<file path="src/rtl/imem_pkg.sv">
// Shared types and constants for the instruction-memory loader.
package imem_pkg;

    localparam int unsigned IMEM_AW          = 8;
    localparam int unsigned IMEM_DW          = 8;
    localparam int unsigned IDLE_TIMEOUT_DEF = 1024;
    localparam int unsigned TIMER_W          = 16;

    typedef enum logic [1:0] {
        HALT,
        LOAD,
        RUN
    } state_e;

endpackage

</file>
<file path="src/rtl/imem_ram.sv">
// Instruction RAM: one synchronous write port, one registered read port, read-before-write.
module imem_ram
    import imem_pkg::*;
#(
    parameter int unsigned DEPTH = 256
) (
    input  logic               clk,
    input  logic               rst_n,
    input  logic               we,
    input  logic [IMEM_AW-1:0] waddr,
    input  logic [IMEM_DW-1:0] wdata,
    input  logic [IMEM_AW-1:0] raddr,
    output logic [IMEM_DW-1:0] rdata
);

    logic [IMEM_DW-1:0] mem [DEPTH];

    always_ff @(posedge clk) begin
        if (we) begin
            mem[waddr] <= wdata;
        end
    end

    // Only the read register is reset; the array keeps its contents across resets.
    always_ff @(posedge clk or negedge rst_n) begin
        if (!rst_n) begin
            rdata <= '0;
        end else begin
            rdata <= mem[raddr];
        end
    end

endmodule

</file>
<file path="src/rtl/imem_loader.sv">
// Commits host instruction writes into the RAM, serves core fetches, and holds the
// core in reset while a program load is in progress.
module imem_loader
    import imem_pkg::*;
#(
    parameter int unsigned DEPTH        = 256,
    parameter int unsigned IDLE_TIMEOUT = IDLE_TIMEOUT_DEF,
    parameter int unsigned CNT_W        = 16
) (
    input  logic               clk,
    input  logic               rst_n,
    input  logic [IMEM_AW-1:0] wr_addr,
    input  logic [IMEM_DW-1:0] wr_data,
    input  logic               wr_en,
    input  logic               host_halt,
    input  logic [IMEM_AW-1:0] fetch_addr,
    output logic [IMEM_DW-1:0] fetch_data,
    output logic               cpu_rst_n,
    output logic               loading,
    output logic [CNT_W-1:0]   load_count,
    output logic [IMEM_DW-1:0] load_sum
);

    localparam logic [TIMER_W-1:0] TIMEOUT_LAST = TIMER_W'(IDLE_TIMEOUT - 1);

    state_e             state_q, state_d;
    logic [TIMER_W-1:0] timer_q, timer_d;
    logic [CNT_W-1:0]   count_q, count_d;
    logic [IMEM_DW-1:0] sum_q, sum_d;
    logic               wr_en_q;
    logic               cpu_rst_n_q;
    logic               accept;

    // wr_en_q resets high so a stuck-high or unknown enable cannot look like a rising edge.
    assign accept = wr_en & ~wr_en_q;

    imem_ram #(
        .DEPTH (DEPTH)
    ) u_ram (
        .clk   (clk),
        .rst_n (rst_n),
        .we    (accept),
        .waddr (wr_addr),
        .wdata (wr_data),
        .raddr (fetch_addr),
        .rdata (fetch_data)
    );

    always_comb begin
        state_d = state_q;
        timer_d = timer_q;
        count_d = count_q;
        sum_d   = sum_q;
        if (host_halt) begin
            state_d = HALT;
        end else begin
            unique case (state_q)
                HALT, RUN: begin
                    if (accept) begin
                        state_d = LOAD;
                        count_d = CNT_W'(1);
                        sum_d   = wr_data;
                        timer_d = '0;
                    end
                end
                LOAD: begin
                    if (accept) begin
                        count_d = (count_q == '1) ? count_q : count_q + CNT_W'(1);
                        sum_d   = sum_q + wr_data;
                        timer_d = '0;
                    end else if (timer_q == TIMEOUT_LAST) begin
                        state_d = RUN;
                    end else begin
                        timer_d = timer_q + TIMER_W'(1);
                    end
                end
                default: state_d = HALT;
            endcase
        end
    end

    always_ff @(posedge clk or negedge rst_n) begin
        if (!rst_n) begin
            state_q     <= HALT;
            timer_q     <= '0;
            count_q     <= '0;
            sum_q       <= '0;
            wr_en_q     <= 1'b1;
            cpu_rst_n_q <= 1'b0;
        end else begin
            state_q     <= state_d;
            timer_q     <= timer_d;
            count_q     <= count_d;
            sum_q       <= sum_d;
            wr_en_q     <= wr_en;
            cpu_rst_n_q <= (state_d == RUN);
        end
    end

    assign cpu_rst_n  = cpu_rst_n_q;
    assign loading    = (state_q == LOAD);
    assign load_count = count_q;
    assign load_sum   = sum_q;

endmodule

</file>
<file path="config.mk">
export PLATFORM = sky130hd
export DESIGN_NAME = imem_loader
export DESIGN_NICKNAME = d
export VERILOG_FILES = /design/src/rtl/imem_pkg.sv /design/src/rtl/imem_ram.sv /design/src/rtl/imem_loader.sv
export SDC_FILE = /design/constraint.sdc
export NUM_CORES = 2
export LEC_CHECK = 0
export BUFFER_PORTS_ARGS = -buffer_cell sky130_fd_sc_hd__buf_2
export CAP_MARGIN = 10
export CORE_ASPECT_RATIO = 0.75
export CORE_MARGIN = 2
export CORE_UTILIZATION = 50
export CTS_BUF_LIST = sky130_fd_sc_hd__clkbuf_8
export CTS_CLUSTER_SIZE = 20
export DETAILED_ROUTE_END_ITERATION = 12
export HOLD_SLACK_MARGIN = 0.15
export PLACE_DENSITY = 0.64
export RECOVER_POWER = 50
export SETUP_SLACK_MARGIN = 0.15
export SYNTH_ARGS = -nofsm -noshare
export SYNTH_HDL_FRONTEND = slang
export SYNTH_SLANG_ARGS = --single-unit
</file>
<file path="constraint.sdc">
create_clock -name clk -period 3.35 [get_ports clk]
set_clock_uncertainty 0.2 [all_clocks]
set_input_delay 0.335 -clock clk [delete_from_list [all_inputs] [get_ports clk]]
set_output_delay 0.335 -clock clk [all_outputs]
set_load 0.01 [all_outputs]
</file>
Yosys cells after proc, flatten, opt, wreduce, memory -nomap -nowiden
Memories as Yosys holds them, arrays and structs flattened. A register that Yosys moved wholly into a read port is not among the register bits.
Cells that the tools add are included.
{"block": "word_totals", "regBits": 44, "n_memories": 1, "ram_bits": 2048, "out_inout_bits": 34, "elab_cells": 47}
{"name": "u_ram.mem", "words": 256, "word_bits": 8, "read_ports": 1, "rd_clocked_by_memory_dff": 1, "write_ports": 1, "line": "imem_ram.sv:16", "text": "logic [IMEM_DW-1:0] mem [DEPTH];"}
{"block": "op_classes", "n_bitwise": 3, "n_reduce_logical": 7, "mux": 18, "n_addsub": 3, "n_eq_ne": 9}
{"operator": "$mux W16", "count": 6}
{"operator": "$pmux W16 S2", "count": 2}
{"operator": "$add A16 B1 Y16 const B", "count": 2}
{"operator": "$eq A16 B10 Y1 const B", "count": 1}
{"operator": "$eq A16 B16 Y1 const B", "count": 1}
{"operator": "$mux W8", "count": 2}
{"operator": "$pmux W8 S2", "count": 1}
{"operator": "$add A8 B8 Y8", "count": 1}
{"operator": "$mux W2", "count": 4}
{"operator": "$reduce_and A4 Y1", "count": 2}
{"operator": "$reduce_and A5 Y1", "count": 1}
{"operator": "$eq A2 B2 Y1 const B", "count": 2}
{"operator": "$ne A2 B2 Y1 const B", "count": 2}
{"operator": "$pmux W2 S2", "count": 1}
{"operator": "$ne A3 B3 Y1 const B", "count": 1}
{"operator": "$eq A2 B1 Y1 const B", "count": 1}
{"operator": "$logic_not A2 Y1", "count": 1}
{"operator": "$mux W1", "count": 2}
{"operator": "$ne A2 B1 Y1 const B", "count": 1}
{"operator": "$not A1 Y1", "count": 2}
{"operator": "$reduce_bool A2 Y1", "count": 1}
{"operator": "$reduce_or A2 Y1", "count": 1}
{"operator": "$and A1 B1 Y1", "count": 1}
{"operator": "$logic_not A1 Y1", "count": 1}

Longest topological paths before layout
{"block": "logic_depth", "depth_word": 6, "mapped_depth": 12, "mapped_depth_nobuf": 10}

Hierarchy
Synthesis repeated with hierarchy kept, for this count alone.
{"block": "unflattened", "hier_cells": 4085, "hier_area_um2": 82693.1}
{"mod": "imem_ram", "area_each_um2": 80038.0, "n_inst": 1, "cells_per_inst": 3795}
{"mod": "imem_loader", "area_each_um2": 2655.0, "n_inst": 1, "cells_per_inst": 290}

Worst setup path after synthesis
Ideal clock, no wire load.
{"block": "synth_path", "path_type": "input -> register", "start": "in fetch_addr[0]", "end": "reg u_ram.rdata[0] (read register of u_ram.mem)", "path_buffers": 4, "stages": 11, "path_slack_ps": 969, "t_required_ps": 3026, "t_arrival_ps": 2057, "path_cell_list": "buf_6 > buf_12 > buf_6 > buf_6 > mux4_2 > a22oi_1 > nand2_1 > a211oi_1 > nand3_1 > nand2_1 > nor3_1"}
{"item": "from (decl)", "line": "imem_loader.sv:16", "text": "input logic [IMEM_AW-1:0] fetch_addr,"}
{"item": "to (decl)", "line": "imem_ram.sv:13", "text": "output logic [IMEM_DW-1:0] rdata"}

==> metrics <==
cell count after synthesis=3941; total nets after synthesis=3979; Pre-Repair DR Iteration Count=8; WP data required=4.12 ns; routed metal-1 wirelength=90300 um; pin count of the biggest net entering global routing=194; critical path data arrival time=3.97 ns; Clock Pin Slew Worst Setup and Hold Paths=0.06 ns; H-tree depth=5; Synth Warn #=0; Slew HR=-87.1%; starting utilization of the core area=50.3%; transition at the pin with the smallest max-transition slack=2.81 ns; fraction of the cycle the final worst path needs=95.4%; RSZ-0062 raised after global routing=false; clock net sink count=2100; sequential element share of the synthesized area=76.9%; violated checks=max-capacitance violations, max-slew violations; vias per inst=6.18; final setup fails=0; I/O Buffers=61; maximum clock frequency=313 MHz; DRC marker count from the first detailed-route iteration=5629; Clock Tree Root=sky130_fd_sc_hd__clkbuf_8; dpl hpwl=132000 um; # Max-Cap Violations=13; number of antenna violations at the first check in global routing=10; Setup Slack @ Placement=-0.0943 ns; average wire per cell in the routed design=30.1 um; area added between synthesis and finish=14.9%; mean post-synth cell area=20.7 um2; global-route total usage across every layer=25.4%; number of DRC violations after detailed routing=0; Met2 Routed Length=93800 um; number of flops mapped to enable cells by yosys=2048; final critical delay including setup and external delays=3.20 ns; Leak Pwr=30.7 nW; y dimension of the die=354 um; Worst Hold Class=input pin to flip-flop; number of buffers created by CTS=328; CTS tree=built; Final Hold Vio Count=0; fraction of final layout cells with drive strength greater than 1=29.5%; routed vias=43500; flip-flop cell with the highest count after synthesis=sky130_fd_sc_hd__edfxtp_1; Setup crit start kind=input pin; maximum VDD drop=0.460 mV; final worst setup slack=0.153 ns; number of global-route vias before repair=42400; nature of the critical path endpoint=flip-flop; CP max FO=15; post-synthesis sequential element count=2100; number of routed nets with antenna violations=0; DP Area=0.0877 mm2; overflow left after global routing=0; clock buffer depth=4; max-slew violation count=993; top layer used by detailed routing=met4; wire length after detailed routing=212000 um; synthesized cell area=0.0817 mm2; Min Hold Slack=0.264 ns; # IOs=62; proportion of register bits with asynchronous set or reset after synthesis=2.48%; worst setup path class=input pin to flip-flop; power per cell area=547 mW/mm2; Non-Filler Cell Area, Final=0.0938 mm2; met3 wirelength from detailed routing=22600 um; first-pass GRT wire length=304000 um; distinct cell type count after synthesis=61; gpl congestion=0.866; placeable core region=0.162 mm2; net count reported at finish=4686; latest clock arrival within the worst-skew pair=1.00 ns; std cell rows=128; area of the die=0.167 mm2; status=complete, but fails checks; width of the die=471 um
-- cells by family (layout without fill, tap and decap cells) --
kind of cell	count (synthesis)	after routing	synth area share [%]
flip-flops	2100	2100	76.9
AND/OR/NAND/NOR	584	584	3.13
multiplexers	569	569	14.4
AO/OA/AOI/OAI	414	414	3.43
buffers and inverters	246	1191	1.80
XOR/XNOR	18	18	0.193
adder cells (fa/ha/maj)	10	10	0.162
other	0	9	0
-- registers in the layout, indices dropped and copies added (netlist names) --
signal	count
cpu_rst_n	1
load_count	16
u_ram.rdata	8
load_sum	8
timer_q	16
wr_en_q	1
u_ram.mem	2048
state_q	2
-- routing by layer --
metal  track usage [%]  up-vias
li1                  -    17800
met1              39.5    22900
met2              36.3     2414
met3              5.73      331
met4              7.26        0
met5                 0        -
-- final timing paths --
| kind | from | to | slack, ns | cells after the start |
|---|---|---|---|---|
| min in group asynchronous | rst_n | load_count[14] | 1.12 | 4 |
| max in group asynchronous | rst_n | timer_q[5] | 0.61 | 4 |
| min | fetch_addr[1] | u_ram.rdata[0] | 0.26 | 7 |
| max | fetch_addr[3] | u_ram.rdata[3] | 0.15 | 13 |
| min reg2reg | timer_q[12] | timer_q[12] | 0.30 | 1 |
| max reg2reg | u_ram.mem[39][3] | u_ram.rdata[3] | 0.26 | 6 |
-- timing repair --
| action | in CTS | in global routing |
|---|---|---|
| setup buffers | 0 | 3 |
| setup endpoints to repair | 0 | 2 |
| hold buffers | 49 | 0 |
| resized for setup | 0 | 10 |
| endpoints found under the hold margin | 3090 | 0 |
-- area by class of cell --
class,count,area [um2]
flip-flops and latches,2100,62800
clock inverters,231,1110
clock buffers,337,4640
diodes,9,22.5
repair buffers,612,5030
multi-input cells,1595,17500
fillers,11900,68400
inverters,11,41.3
well taps,2145,2680
-- power by group --
group	total (W)	switching, W	internal (W)
combinational	0.00286	0.00179	0.00107
sequential	0.0290	0.0000767	0.0289
clock	0.0195	0.00970	0.00978
-- worst max-delay path, cell delays in order --
cell and delay, ns:
sky130_fd_sc_hd__dlygate4sd3_1 0.57, sky130_fd_sc_hd__buf_6 0.24, sky130_fd_sc_hd__buf_6 0.21, sky130_fd_sc_hd__nor2_4 0.06, sky130_fd_sc_hd__buf_4 0.21, sky130_fd_sc_hd__nand2_1 0.22, sky130_fd_sc_hd__o22ai_1 0.11, sky130_fd_sc_hd__a211o_1 0.30
sky130_fd_sc_hd__a21oi_1 0.19, sky130_fd_sc_hd__o211ai_1 0.33, sky130_fd_sc_hd__buf_4 0.26, sky130_fd_sc_hd__nor4_1 0.30, sky130_fd_sc_hd__dlygate4sd3_1 0.60
-- synthesized netlist by cell type, drive strengths merged (5+ instances only) --
library cell  instances  area (um2)
dfrtp                51        1280
a31oi                27         169
a21oi                54         270
and3                  6        37.5
xor2                  6        52.6
nor2                345        1290
nor2b                18         113
nand4                17         106
nand2b               15        93.8
o211ai               18         135
a221oi                6        52.6
o22ai               116         726
nor4                 10        62.6
o21ai                35         175
mux4                483       10900
ha                    9         113
and2                  5        31.3
edfxtp             2048       61500
a211oi               30         235
a22o                 25         219
clkbuf              107         403
or3                   7        43.8
inv                  11        41.3
a22oi                75         573
mux2i                82         821
xnor2                12         105
nand2                82         308
a211o                20         175
nand3                38         190
buf                 128        1020
nor3                 25         135
-- metrics by stage --
stage	util, %	setup TNS [ns]	cells	total power (W)
after floorplan	-	0	3941	0.0309
after global placement	54.1	-0.135	6411	0.0323
after detailed placement	54.1	-0.326	6411	0.0323
after CTS	57.9	0	7028	0.0517
after global routing	57.8	0	7036	0.0530
final	57.8	0	7040	0.0513
-- cell usage in the layout (no fill, tap or decap), types with 22 or more instances in the layout --
master	netlist	routed
sky130_fd_sc_hd__nor2_1	345	342
sky130_fd_sc_hd__a211oi_1	28	28
sky130_fd_sc_hd__mux4_2	483	483
sky130_fd_sc_hd__nand3_1	38	35
sky130_fd_sc_hd__buf_2	57	48
sky130_fd_sc_hd__a21oi_1	54	53
sky130_fd_sc_hd__a22oi_1	73	73
sky130_fd_sc_hd__clkbuf_8	0	337
sky130_fd_sc_hd__nor3_1	23	22
sky130_fd_sc_hd__clkinv_2	0	36
sky130_fd_sc_hd__buf_4	15	425
sky130_fd_sc_hd__nand2_1	82	82
sky130_fd_sc_hd__dfrtp_1	51	51
sky130_fd_sc_hd__a22o_1	25	25
sky130_fd_sc_hd__edfxtp_1	2048	2048
sky130_fd_sc_hd__mux2i_1	82	82
sky130_fd_sc_hd__o21ai_0	35	35
sky130_fd_sc_hd__a31oi_1	27	26
sky130_fd_sc_hd__o22ai_1	116	115
sky130_fd_sc_hd__clkinv_1	0	83
sky130_fd_sc_hd__buf_12	6	39
sky130_fd_sc_hd__inv_1	11	108
sky130_fd_sc_hd__clkbuf_1	106	24
sky130_fd_sc_hd__dlygate4sd3_1	0	47
(Power assumes the default switching activity.)
